## src/rtl/loader_pkg.sv

```systemverilog
// Shared types and constants for the program loader and its word assembler.
package loader_pkg;

   localparam int unsigned ADDR_W_DEFAULT    = 11;
   localparam logic [7:0]  SYNC_BYTE_DEFAULT = 8'hA5;

   // Frame fields: sync, addr lo/hi, count lo/hi, 4*count data bytes, optional checksum.
   localparam int unsigned CNT_W      = 16;
   localparam int unsigned WORD_BYTES = 4;
   localparam int unsigned BYTE_IDX_W = 2;

   typedef enum logic [2:0] {
      StSync,
      StAddrLo,
      StAddrHi,
      StCntLo,
      StCntHi,
      StData,
      StWrite,
      StCheck
   } loader_state_t;

endpackage

```

## src/rtl/loader_word_assembler.sv

```systemverilog
// Packs little-endian data bytes into 32-bit words; keeps the running XOR of all data
// bytes when LOADER_CHECKSUM_EN is defined.
module loader_word_assembler
   import loader_pkg::*;
(
   input  logic        clk,
   input  logic        rst,
   input  logic        clear,
   input  logic        byte_valid,
   input  logic [7:0]  byte_in,
   output logic [31:0] word,
`ifdef LOADER_CHECKSUM_EN
   output logic [7:0]  chk,
`endif
   output logic        word_ready
);

   logic [BYTE_IDX_W-1:0] idx_q;

   assign word_ready = byte_valid && (idx_q == BYTE_IDX_W'(WORD_BYTES - 1));

   // Shifting in from the top leaves the first byte of a word in bits [7:0].
   always_ff @(posedge clk or posedge rst) begin
      if (rst) begin
         idx_q <= '0;
         word  <= '0;
      end else if (clear) begin
         idx_q <= '0;
      end else if (byte_valid) begin
         idx_q <= idx_q + BYTE_IDX_W'(1);
         word  <= {byte_in, word[31:8]};
      end
   end

`ifdef LOADER_CHECKSUM_EN
   always_ff @(posedge clk or posedge rst) begin
      if (rst) begin
         chk <= '0;
      end else if (clear) begin
         chk <= '0;
      end else if (byte_valid) begin
         chk <= chk ^ byte_in;
      end
   end
`endif

endmodule

```

## src/rtl/program_loader.sv

```systemverilog
// Program loader: turns a framed host byte stream into instruction-memory writes and
// releases the CPU at start_pc. Define LOADER_CHECKSUM_EN to require a trailing XOR byte.
module program_loader
   import loader_pkg::*;
#(
   parameter int unsigned ADDR_W    = ADDR_W_DEFAULT,
   parameter logic [7:0]  SYNC_BYTE = SYNC_BYTE_DEFAULT
) (
   input  logic              clk,
   input  logic              rst,
   input  logic [7:0]        in_data,
   input  logic              in_valid,
   output logic              in_ready,
   output logic              mem_wren,
   output logic [ADDR_W-1:0] mem_addr,
   output logic [31:0]       mem_wdata,
   output logic [ADDR_W-1:0] start_pc,
   output logic              cpu_hold,
   output logic              done,
   output logic              error
);

   loader_state_t     state;
   logic [7:0]        addr_lo_q;
   logic [7:0]        cnt_lo_q;
   logic [CNT_W-1:0]  cnt_q;
   logic [ADDR_W-1:0] base_addr_q;
   logic              accept;
   logic              sync_acc;
   logic              data_acc;
   logic              word_ready;
   logic [ADDR_W-1:0] frame_addr;
   logic [CNT_W-1:0]  frame_cnt;
`ifdef LOADER_CHECKSUM_EN
   logic [7:0]        chk;
`endif

   assign accept     = in_valid && in_ready;
   assign sync_acc   = accept && (state == StSync) && (in_data == SYNC_BYTE);
   assign data_acc   = accept && (state == StData);
   assign frame_addr = ADDR_W'({in_data, addr_lo_q});
   assign frame_cnt  = {in_data, cnt_lo_q};

   loader_word_assembler u_asm (
      .clk        (clk),
      .rst        (rst),
      .clear      (sync_acc),
      .byte_valid (data_acc),
      .byte_in    (in_data),
      .word       (mem_wdata),
`ifdef LOADER_CHECKSUM_EN
      .chk        (chk),
`endif
      .word_ready (word_ready)
   );

   always_ff @(posedge clk or posedge rst) begin
      if (rst) begin
         state       <= StSync;
         in_ready    <= 1'b1;
         mem_wren    <= 1'b0;
         mem_addr    <= '0;
         start_pc    <= '0;
         cpu_hold    <= 1'b1;
         done        <= 1'b0;
         error       <= 1'b0;
         addr_lo_q   <= '0;
         cnt_lo_q    <= '0;
         cnt_q       <= '0;
         base_addr_q <= '0;
      end else begin
         mem_wren <= 1'b0;
         unique case (state)
            StSync: begin
               if (sync_acc) begin
                  cpu_hold <= 1'b1;
                  done     <= 1'b0;
                  error    <= 1'b0;
                  state    <= StAddrLo;
               end
            end
            StAddrLo: begin
               if (accept) begin
                  addr_lo_q <= in_data;
                  state     <= StAddrHi;
               end
            end
            StAddrHi: begin
               if (accept) begin
                  base_addr_q <= frame_addr;
                  mem_addr    <= frame_addr;
                  state       <= StCntLo;
               end
            end
            StCntLo: begin
               if (accept) begin
                  cnt_lo_q <= in_data;
                  state    <= StCntHi;
               end
            end
            StCntHi: begin
               if (accept) begin
                  cnt_q <= frame_cnt;
                  if (frame_cnt == '0) begin
`ifdef LOADER_CHECKSUM_EN
                     state <= StCheck;
`else
                     start_pc <= base_addr_q;
                     done     <= 1'b1;
                     cpu_hold <= 1'b0;
                     state    <= StSync;
`endif
                  end else begin
                     state <= StData;
                  end
               end
            end
            StData: begin
               // Stall the stream for one cycle while the completed word is written.
               if (word_ready) begin
                  in_ready <= 1'b0;
                  mem_wren <= 1'b1;
                  state    <= StWrite;
               end
            end
            StWrite: begin
               in_ready <= 1'b1;
               mem_addr <= mem_addr + ADDR_W'(1);
               cnt_q    <= cnt_q - CNT_W'(1);
               if (cnt_q == CNT_W'(1)) begin
`ifdef LOADER_CHECKSUM_EN
                  state <= StCheck;
`else
                  start_pc <= base_addr_q;
                  done     <= 1'b1;
                  cpu_hold <= 1'b0;
                  state    <= StSync;
`endif
               end else begin
                  state <= StData;
               end
            end
`ifdef LOADER_CHECKSUM_EN
            StCheck: begin
               if (accept) begin
                  if (in_data == chk) begin
                     start_pc <= base_addr_q;
                     done     <= 1'b1;
                     cpu_hold <= 1'b0;
                  end else begin
                     error <= 1'b1;
                  end
                  state <= StSync;
               end
            end
`endif
            default: state <= StSync;
         endcase
      end
   end

endmodule
```

## config.mk

```make
export PLATFORM = sky130hd
export DESIGN_NAME = program_loader
export DESIGN_NICKNAME = d
export VERILOG_FILES = /design/src/rtl/loader_pkg.sv /design/src/rtl/loader_word_assembler.sv /design/src/rtl/program_loader.sv
export SDC_FILE = /design/constraint.sdc
export NUM_CORES = 1
export LEC_CHECK = 0
export CORE_UTILIZATION = 23
export CTS_CLUSTER_SIZE = 16
export DETAILED_ROUTE_END_ITERATION = 10
export SLEW_MARGIN = 20
export SYNTH_ARGS = -nofsm -noshare
export SYNTH_HDL_FRONTEND = slang
export SYNTH_SLANG_ARGS = --single-unit
```

## constraint.sdc

```tcl
create_clock -name clk -period 4.6 [get_ports clk]
set_input_delay 0.92 -clock clk [delete_from_list [all_inputs] [get_ports clk]]
set_output_delay 0.92 -clock clk [all_outputs]
set_load 0.03 [all_outputs]
```

### Yosys cells after proc, flatten, opt, wreduce, memory -nomap -nowiden

Index checks and enable logic that the tools add are counted.

| storage, ports and cells | value |
|---|---|
| register bits after elaboration | 106 |
| latch bits | 0 |
| memory bits (writable) | 0 |
| ROM bits | 0 |
| bits of input ports | 11 |
| output and inout port bits | 59 |
| logic and storage cells | 89 |
| memories | 0 |

| operators by class | value |
|---|---|
| $add $sub $neg | 3 |
| multiply operators | 0 |
| divide/modulo/power cells | 0 |
| magnitude comparators | 0 |
| equal/unequal tests | 17 |
| shift operators | 0 |
| multiplexer cells | 33 |
| bitwise gates (word level) | 1 |
| reductions and logical operators | 22 |

Operators by type and width:

| operator | number |
|---|---|
| $mux 11 | 4 |
| $pmux 11 s2 | 2 |
| $pmux 16 s2 | 1 |
| $mux 3 | 8 |
| $pmux 3 s7 | 1 |
| $eq 16x1->1 const B | 1 |
| $logic_not 16->1 | 1 |
| $mux 16 | 1 |
| $sub 16x1->16 const B | 1 |
| $ne 2x2->1 const B | 7 |
| $reduce_and 2->1 | 7 |
| $add 11x1->11 const B | 1 |
| $mux 1 | 11 |
| $eq 3x3->1 const B | 3 |
| $eq 8x8->1 const B | 1 |
| $reduce_bool 2->1 | 4 |
| $eq 3x2->1 const B | 2 |
| $pmux 1 s3 | 2 |
| $reduce_and 6->1 | 1 |
| $logic_and 1x1->1 | 5 |
| $reduce_and 5->1 | 1 |
| $mux 2 | 2 |
| $reduce_and 4->1 | 1 |
| $eq 3x1->1 const B | 1 |
| 7 further kinds | 7 |

### Longest topological paths before layout

| logic depth | value |
|---|---|
| depth in word-level cells | 5 |
| gate-level depth with buffers | 7 |

### Modules after synthesis

Synthesis repeated with hierarchy kept, for this count alone.

| second synthesis, totals | value |
|---|---|
| cells, all modules | 419 |
| area total of the unflattened synthesis | 4927.2 um2 |

Modules (own cells, without submodules):

| module | times used | cells each | area each (um2) | seq. area each (um2) |
|---|---|---|---|---|
| program_loader | 1 | 341 | 3468.3 | 1804.2 |
| loader_word_assembler | 1 | 78 | 1458.9 | 850.8 |

### Least setup slack after synthesis

OpenSTA, ideal clock, no wires.

| timing | value |
|---|---|
| path type | input-to-reg |
| start point | input in_data[1] |
| end point | register start_pc[0] |
| library setup time | 125 ps |
| arrival time | 2202 ps |
| setup slack | 2273 ps |
| cell stages on the path | 5 |
| buffers on the path | 1 |
| path through | nor4_1 > nand4_1 > o32a_4 > buf_6 > mux2_4 |

| on the way | value |
|---|---|
| word-level cells in the longest chain between the ends | 3 |

RTL lines:

| element | RTL line | source |
|---|---|---|
| start: declaration | program_loader.sv:11 | `input logic [7:0] in_data,` |
| $logic_not 16->1 | program_loader.sv:104 | `if (frame_cnt == '0) begin` |
| $ne 2x2->1 (no source line) | n/a |  |
| $reduce_and 4->1 (no source line) | n/a |  |
| end signal: assignment | program_loader.sv:108 | `start_pc <= base_addr_q;` |
| end signal: assignment | program_loader.sv:134 | `start_pc <= base_addr_q;` |
| end: declaration | program_loader.sv:17 | `output logic [ADDR_W-1:0] start_pc,` |

Every way passes these cells.
A chain may end at the register's enable or synchronous reset.

### Worst setup path in the final report

| timing | value |
|---|---|
| start point | input in_data[1] |
| end point | register start_pc[7] |

The elaborated chain is that of the path after synthesis.

==> out/results.ini <==
[floorplan]
rows=52
io_pins=70
core_sq_um=20300
die_w_um=146
start_util=0.236
dieHeight_um=146
dieArea_sq_um=21400

[layout]
stdcell_area_sq_um=6040
seq_area_sq_um=2660
multiInputGateArea_sq_um=2030
layout-drive-gt1-share=0.192
mostFrequentLayoutCell=dfrtp_1
fill_cells=2095
finalNetCount=489
stdcell_count=749
antennaDiodeCount=0
most-common-layout-cells=dfrtp_1 (104), clkdlybuf4s50_1 (68), nand2_1 (57), mux2_2 (51)
area_growth_pct=26.1
utilization=0.298

[yosys]
synthAdderAreaFrac=0.0104
synth_compound_gate_area_share=0.103
synth_seq_cells=106
synth_nets=424
synth_top_area_share=0.543
syn_inst=409
avgSynthCellArea_sq_um=11.7
synth_area_sq_um=4790
synth-edff-count=0
synthArstFlopShare=1.00
yosysWarningCount=0
yosysTopAreaCell=dfrtp_1
synthTopCellsByArea=dfrtp_1 (54%), mux2_2 (12%), nand2_1 (4.5%)
yosys.area_share.simple=0.158
yosys.area_share.xor_xnor=0
synth_seq_area_share=0.554
synth.area.mux_share=0.149
synthFlopType=dfrtp_1
synth_top_family_by_area=simple AND/OR/NAND/NOR gates
synth.distinct_cells=52

[cts]
clock_latency_ps=350
htree_levels=3
cts-buffers-inserted=9
hold_buffers=0
cts_buffer_depth=2
cts_tree=built
cts_root_buf=clkbuf_16
cts.sinks=106
path_clk_slew_ps=60
postCtsSetupBuffers=0
post_cts_resized=0

[run]
cap_violations=0

[grt]
antenna_found_initial=0
grt_max_degree=61
grt_pass1_vias=3501
grt-ovfl-total=0
grt_pass1_wl_um=19200
grt_use_total=0.113

[route]
detail-route-antenna-nets=0
first_pass_iters=4
viasPerCell=4.73
finalWirelength_um=11900
wl_per_cell_um=15.9
drc=0
num_vias=3546
drt_iter0_markers=239

[placement]
dp_hpwl_um=8350
place_ws_ps=1440
gp_congestion=0.871
place_area_sq_um=5760
io_buffers=68
dp_cells=733

[sta]
slew_headroom=0.365
slew_violations=0
rsz0062_at_grt=false
fin_crit_sh=0.610
setup_tns_ps=0
setup_viol=0
fin_crit_ps=2810
tightestPinTransition_ps=950
skew_ps=8.18
timing.final.hold_violations=0
fmax_mhz=356
setup_slack_ps=1790

[power]
p_per_area_nw_per_um2=642
power_leakage_nw=2.52
vdd_drop_max_mv=0.405

[critical_path]
startpoint_type=input pin
crit_end=start_pc[7]
reg2reg_to=start_pc[7]
crit_start=in_data[1]
critPathKind=in -> reg
path_max_fanout=13
critPathRequiredTime_ps=4830
ff2ff_path_depth=3
r2r_slack_ps=2030
rr_startpoint=state[2]
end_kind=flip-flop
worstPathArrival_ps=3040

[hold_path]
hold_class=reg -> reg

[status]
status=completed

==> synthesized netlist by cell type, types with 5 or more instances <==
master	number
mux2_4	8
nand3_1	12
mux2_2	51
nor3_1	9
nor2_1	14
nor4_1	5
clkbuf_1	11
o311ai_0	5
inv_1	8
nand4_1	11
o21ai_0	13
buf_2	5
nand2b_1	5
o211ai_1	7
dfrtp_1	104
a21oi_1	11
nand2_1	57
==> how the worst min path moves through the flow <==
stage | startpoint | depth (start not counted) | end | slack, ps
after detailed placement | base_addr_q[8] | 2 | base_addr_q[8] | 470
final | base_addr_q[4] | 2 | base_addr_q[4] | 480
after global placement | base_addr_q[1] | 2 | base_addr_q[1] | 470
after floorplan | base_addr_q[10] | 2 | base_addr_q[10] | 440
after global routing | cpu_hold | 2 | cpu_hold | 500
after CTS | base_addr_q[4] | 2 | base_addr_q[4] | 490
==> sequential cells by signal, indices dropped and copies added, names as in the netlist <==
register     cells
addr_lo_q        8
base_addr_q     11
cnt_lo_q         8
cnt_q           16
cpu_hold         1
done             1
in_ready         1
mem_addr        11
mem_wren         1
start_pc        11
state            3
u_asm.idx_q      2
u_asm.word      32
==> through the flow <==
step / total power [mW] / hold WS (ps)
2_1_floorplan: 2.56 / 442
3_3_place_gp: 3.14 / 468
3_5_place_dp: 3.18 / 467
4_1_cts: 3.91 / 485
5_1_grt: 4.10 / 505
6_report: 3.88 / 479
==> layer usage <==
layer,wire length [um],global-route usage
met5,0,0
met4,134,0.0307
met1,5510,0.153
met3,868,0.0391
met2,5400,0.171
==> cell families after synthesis <==
logic type | after synthesis
other | 1
buffers and inverters | 26
muxes | 61
DFF | 106
adders and majority gates | 4
and+or+nand+nor | 145
AOI/OAI and AO/OA | 66
==> power by group <==
part           leakage (nW)  switching [mW]  internal, mW
Combinational          1.08           0.818         0.715
Sequential             1.31           0.347          1.28
Clock                 0.132           0.350         0.370
==> worst max-delay path: stages <==
cell and delay [ps]:
clkdlybuf4s50_1 550, nor4_1 550, nand4_1 290, o32a_4 400, mux2_4 330
==> layout make-up <==
| type | instances | share of cell area |
|---|---|---|
| inverters | 8 | 0.00539 |
| clock buffers | 9 | 0.0373 |
| multi-input cells | 277 | 0.336 |
| repair buffers | 72 | 0.118 |
| flip-flops and latches | 106 | 0.440 |
| clock inverters | 7 | 0.00849 |
| well taps | 270 | 0.0559 |
Note: power is estimated with default switching activity, not from simulation.
==> patch 1 (same settings) <==
Add a define of `LOADER_CHECKSUM_EN`.
--- a/src/rtl/loader_word_assembler.sv
+++ b/src/rtl/loader_word_assembler.sv
@@ -1,5 +1,7 @@
 // Packs little-endian data bytes into 32-bit words; keeps the running XOR of all data
 // bytes when LOADER_CHECKSUM_EN is defined.
+`define LOADER_CHECKSUM_EN
+
 module loader_word_assembler
    import loader_pkg::*;
 (
Behaviour: not the same (a bounded check fails within 10 cycles, from zero or initial values and one cycle with rst high).
==> patch 1 against the original RTL <==
Register-to-register slack better by 210 ps. Routed wire length is 11% higher. Die area increased by 7.5%. Synthesized area rose by 7.6%. Critical endpoint unchanged. Setup slack got worse by 140 ps. Highest routed layer unchanged. Total power up 15%. Design area rose by 11%. Combinational power shrank 7%. Sequential cell count increased by 9.
==> patch 1: results (changes against the original RTL) <==
| Metric | Reported | Unit | vs unedited |
|:---|:---|:---|:---|
| Launch point of the critical path | in_data[2] | - | was in_data[1] |
| Top cells by area in the synthesized netlist | dfrtp_1, nand2_1, mux2_2, o21ai_0, mux2_4 | - | was dfrtp_1, mux2_2, nand2_1, mux2_4, nand4_1 |
| Launch point of the worst hold path | u_asm.word[6] | - | was base_addr_q[4] |
| Final weighted congestion in routability-driven placement | 0.807 | - | was 0.871 |
| Synthesized flop and latch total | 115 | - | was 106 |
| Top post-synthesis cells by count | nand2_1, dfrtp_1, o21ai_0, nor2_1, clkbuf_1 | - | was dfrtp_1, nand2_1, mux2_2, nor2_1, o21ai_0 |
| Worst skew pair latency | 430 | ps | was 350 ps |
| Worst Path Arrival | 3260 | ps | was 3040 ps |
| Syn nets | 538 | - | was 424 |
| Nets@finish | 604 | - | was 489 |
| Remaining max-slew budget at the tightest pin | 46.4 | % | was 36.5% |
| Count of non-CTS buffers in the layout | 75 | - | was 72 |
| IR Drop Worst-Case VDD | 0.248 | mV | was 0.405 mV |
| M1 WL | 6290 | µm | was 5510 µm |
| Power of the sequential group | 1750 | µW | was 1630 µW |
| Port buffer count | 69 | - | was 68 |
| Combinational cell fraction of total power | 31.8 | % | was 39.5% |
| End point of the worst hold path | u_asm.word[6] | - | was base_addr_q[4] |
| Register-to-register setup slack | 2240 | ps | was 2030 ps |
| Fraction of layout cells with a size suffix above 1 | 12.5 | % | was 19.2% |
| Leakage power summed over all cells | 0.00301 | µW | was 0.00252 µW |
| Data-path buffer share of cell area in the final layout | 11.2 | % | was 11.8% |
| Biggest cell delay along the critical path | 630 | ps | was 550 ps |
| Maximum net fanout on the critical path | 12 | - | was 13 |
| Worst clock skew on the final layout | 11.6 | ps | was 8.18 ps |
| Fraction of met2 tracks used by global routing | 17.9 | % | was 17.1% |
| Number of filler cells placed in the layout | 2262 | - | was 2095 |
| P_comb | 1420 | µW | was 1530 µW |
| Netlist cell types | 49 | - | was 52 |
| Global router's overall resource usage | 12.2 | % | was 11.3% |
| Worst setup slack after placement | 1210 | ps | was 1440 ps |
| H-Tree Level Count | 4 | - | was 3 |
| FF-to-FF End | cnt_q[2] | - | was start_pc[7] |
| Met2 wire length | 6040 | µm | was 5400 µm |
| Met3 Track Usage GR | 3.20 | % | was 3.91% |
| Period Utilization, post-route | 64.1 | % | was 61.0% |
| Switching share of power | 38.5 | % | was 39.1% |
| Run status | finished, final reports clean | - | unchanged |
| Multi-input combinational cell count | 373 | - | was 277 |
==> patch 1: cell types whose count changed after synthesis, sizes merged, moves of 5 or more <==
cell	unedited run	this run
clkbuf	11	24
dfrtp	104	113
mux2	59	27
nand2	57	151
nand3	12	17
nand4	11	4
nor2	14	32
o21ai	13	36
xor2	0	5
==> patch 1: cell families (layout without fill, tap and decap cells) <==
kind of cell             after synthesis  in the layout  share of synthesized area [%]
multiplexers                          27             27                           6.55
buffers and inverters                 35            114                           2.89
flip-flops                           115            115                           55.9
AO/OA/AOI/OAI                         84             84                           10.6
XOR/XNOR                               9              9                           1.53
AND/OR/NAND/NOR                      249            249                           21.6
adder cells (fa/ha/maj)                4              4                          0.971
==> patch 1: per-stage QoR <==
stage	cell area [µm²]	std cells
2_1_floorplan	5150	523
3_3_place_gp	6130	850
3_5_place_dp	6130	850
4_1_cts	6710	882
5_1_grt	6710	882
6_report	6710	882
==> patch 2 (config.mk and constraints unchanged) <==
Without the edit above. The 8 states of `loader_state_t` get a one-hot encoding in 8 bits.
--- a/src/rtl/loader_pkg.sv
+++ b/src/rtl/loader_pkg.sv
@@ -9,15 +9,15 @@
    localparam int unsigned WORD_BYTES = 4;
    localparam int unsigned BYTE_IDX_W = 2;
 
-   typedef enum logic [2:0] {
-      StSync,
-      StAddrLo,
-      StAddrHi,
-      StCntLo,
-      StCntHi,
-      StData,
-      StWrite,
-      StCheck
+   typedef enum logic [7:0] {
+      StSync   = 8'b00000001,
+      StAddrLo = 8'b00000010,
+      StAddrHi = 8'b00000100,
+      StCntLo  = 8'b00001000,
+      StCntHi  = 8'b00010000,
+      StData   = 8'b00100000,
+      StWrite  = 8'b01000000,
+      StCheck  = 8'b10000000
    } loader_state_t;
 
 endpackage
Formal check against the unedited RTL: no difference found for any inputs over 4 cycles, from zero or initial values and one cycle with rst high; so few cycles prove little.
==> patch 2 against the original RTL <==
Setup slack got worse by 32 ps. Critical path type unchanged. Design area up 3.6%. Synthesized cell count up 8.1%. Sequential share of layout area up 0.072 points. Via count is 3.2% higher. Synthesized area grew 3.8%. Sequential cell count grew 4. Clock skew up 0.78 ps. Routed wire length increased by 0.77%. Cell count increased by 4.8%.
Power is not compared: it rests on default switching activity, and its combinational part moved more than twofold at a synthesized area within 25%.
==> patch 2: results (changes against the original RTL) <==
| Metric | Reported | Unit | vs unedited |
|:---|:---|:---|:---|
| Cell at the slowest stage of the critical path | clkdlybuf4s50_1 | - | unchanged |
| Register-to-register setup slack | 2080 | ps | was 2030 ps |
| Global-route wire length before repair | 19800 | µm | was 19200 µm |
| Root Driver | clkbuf_16 | - | unchanged |
| Worst clock skew on the final layout | 8.96 | ps | was 8.18 ps |
| Combinational cell fraction of total power | 3.0 | % |  |
| Clock network power consumption | 857 | µW |  |
| Detailed Place HPWL | 8280 | µm | was 8350 µm |
| Largest net degree at the start of global routing | 68 | - | was 61 |
| Syn nets | 457 | - | was 424 |
| Run status | finished, final reports clean | - | unchanged |
| Worst setup slack after placement | 1400 | ps | was 1440 ps |
| Number of filler cells placed in the layout | 2226 | - | was 2095 |
| Top post-synthesis cells by count | dfrtp_1, mux2_2, nand2_1, nor2_1, o21ai_0 | - | was dfrtp_1, nand2_1, mux2_2, nor2_1, o21ai_0 |
| Nets@finish | 520 | - | was 489 |
| Min Clock Period, post-route | 2840 | ps | was 2810 ps |
| Proportion of synthesized chip area in sequential cells | 55.5 | % | was 55.4% |
| Number of buffers created by CTS | 9 | - | unchanged |
| Clock slew at reported path FFs | 70 | ps |  |
| Fraction of layout cells with a size suffix above 1 | 18.4 | % | was 19.2% |
| Top cells by area in the synthesized netlist | dfrtp_1, mux2_2, nand2_1, o21ai_0, nor2_1 | - | was dfrtp_1, mux2_2, nand2_1, mux2_4, nand4_1 |
| Worst skew pair latency | 360 | ps |  |
| Vias in the first global route | 3582 | - | was 3501 |
| Worst min path class | reg -> reg | - | unchanged |
| Switching power summed over all nets | 408 | µW |  |
| Synth Warn # | 0 | - | unchanged |
| Remaining max-slew budget at the tightest pin | 39.6 | % | was 36.5% |
| Biggest cell delay along the critical path | 560 | ps |  |
| Global router's overall resource usage | 11.6 | % | was 11.3% |
| Leakage power summed over all cells | 0.00280 | µW |  |
| Share of async-settable or async-resettable flops after synthesis | 100 | % | unchanged |
| Max Transition Viols Final | 0 | - | unchanged |
| Starting DRT DRC Count | 277 | - | was 239 |
| CTS resizes | 0 | - | unchanged |
| Netlist cell types | 60 | - | was 52 |
| Commonest register cell after synthesis | dfrtp_1 | - | unchanged |
| Final weighted congestion in routability-driven placement | 0.816 | - | was 0.871 |
| CTS max path bufs | 2 | - | unchanged |
| Per-cell via count in the routed design | 4.66 | - | was 4.73 |
| Drt total wl | 12000 | µm | was 11900 µm |
-- patch 2: stage by stage --
| step | power, µW | area [µm²] | hold slack [ps] | instances |
|---|---|---|---|---|
| final | 1890 | 6260 | 475 | 785 |
| after global routing | 1960 | 6260 | 498 | 785 |
| after CTS | 1920 | 6260 | 482 | 785 |
| after detailed placement | 1050 | 5940 | 463 | 769 |
| after global placement | 1050 | 5940 | 462 | 769 |
| after floorplan | 1030 | 4970 | 439 | 442 |
-- patch 2: per-layer routing --
| metal | track usage [%] | routed length [µm] | share of wire, % |
|---|---|---|---|
| met1 | 15.8 | 5750 | 48 |
| met2 | 17.7 | 5500 | 46 |
| met3 | 3.06 | 594 | 4.9 |
| met4 | 3.67 | 157 | 1.3 |
| met5 | 0 | 0 | 0 |
-- patch 2: kinds of logic after synthesis --
group | share of synthesized area [%]
other | 0.0755
muxes | 13.6
AOI/OAI and AO/OA | 11.7
and+or+nand+nor | 14.9
DFF | 55.5
buffers and inverters | 3.07
xor gates and xnor gates | 0.176
adders and majority gates | 1.01
-- patch 2: final cells by class --
type                    count  area, µm²  area share [%]
clock buffers              11        243            3.88
clock inverters             5       81.3            1.30
inverters                  11       43.8           0.700
multi-input cells         300       2060            32.9
flip-flops and latches    110       2760            44.0
well taps                 275        344            5.50
repair buffers             73        731            11.7
-- patch 2: worst paths after layout --
| path | startpoint | endpoint | cells past startpoint |
|---|---|---|---|
| min | base_addr_q[0] | base_addr_q[0] | 2 |
| max reg2reg | state[1] | mem_addr[7] | 5 |
| min reg2reg | base_addr_q[0] | base_addr_q[0] | 2 |
| max | in_data[1] | start_pc[2] | 6 |
| max in group asynchronous | rst | state[0] | 3 |
| min in group asynchronous | rst | start_pc[7] | 2 |
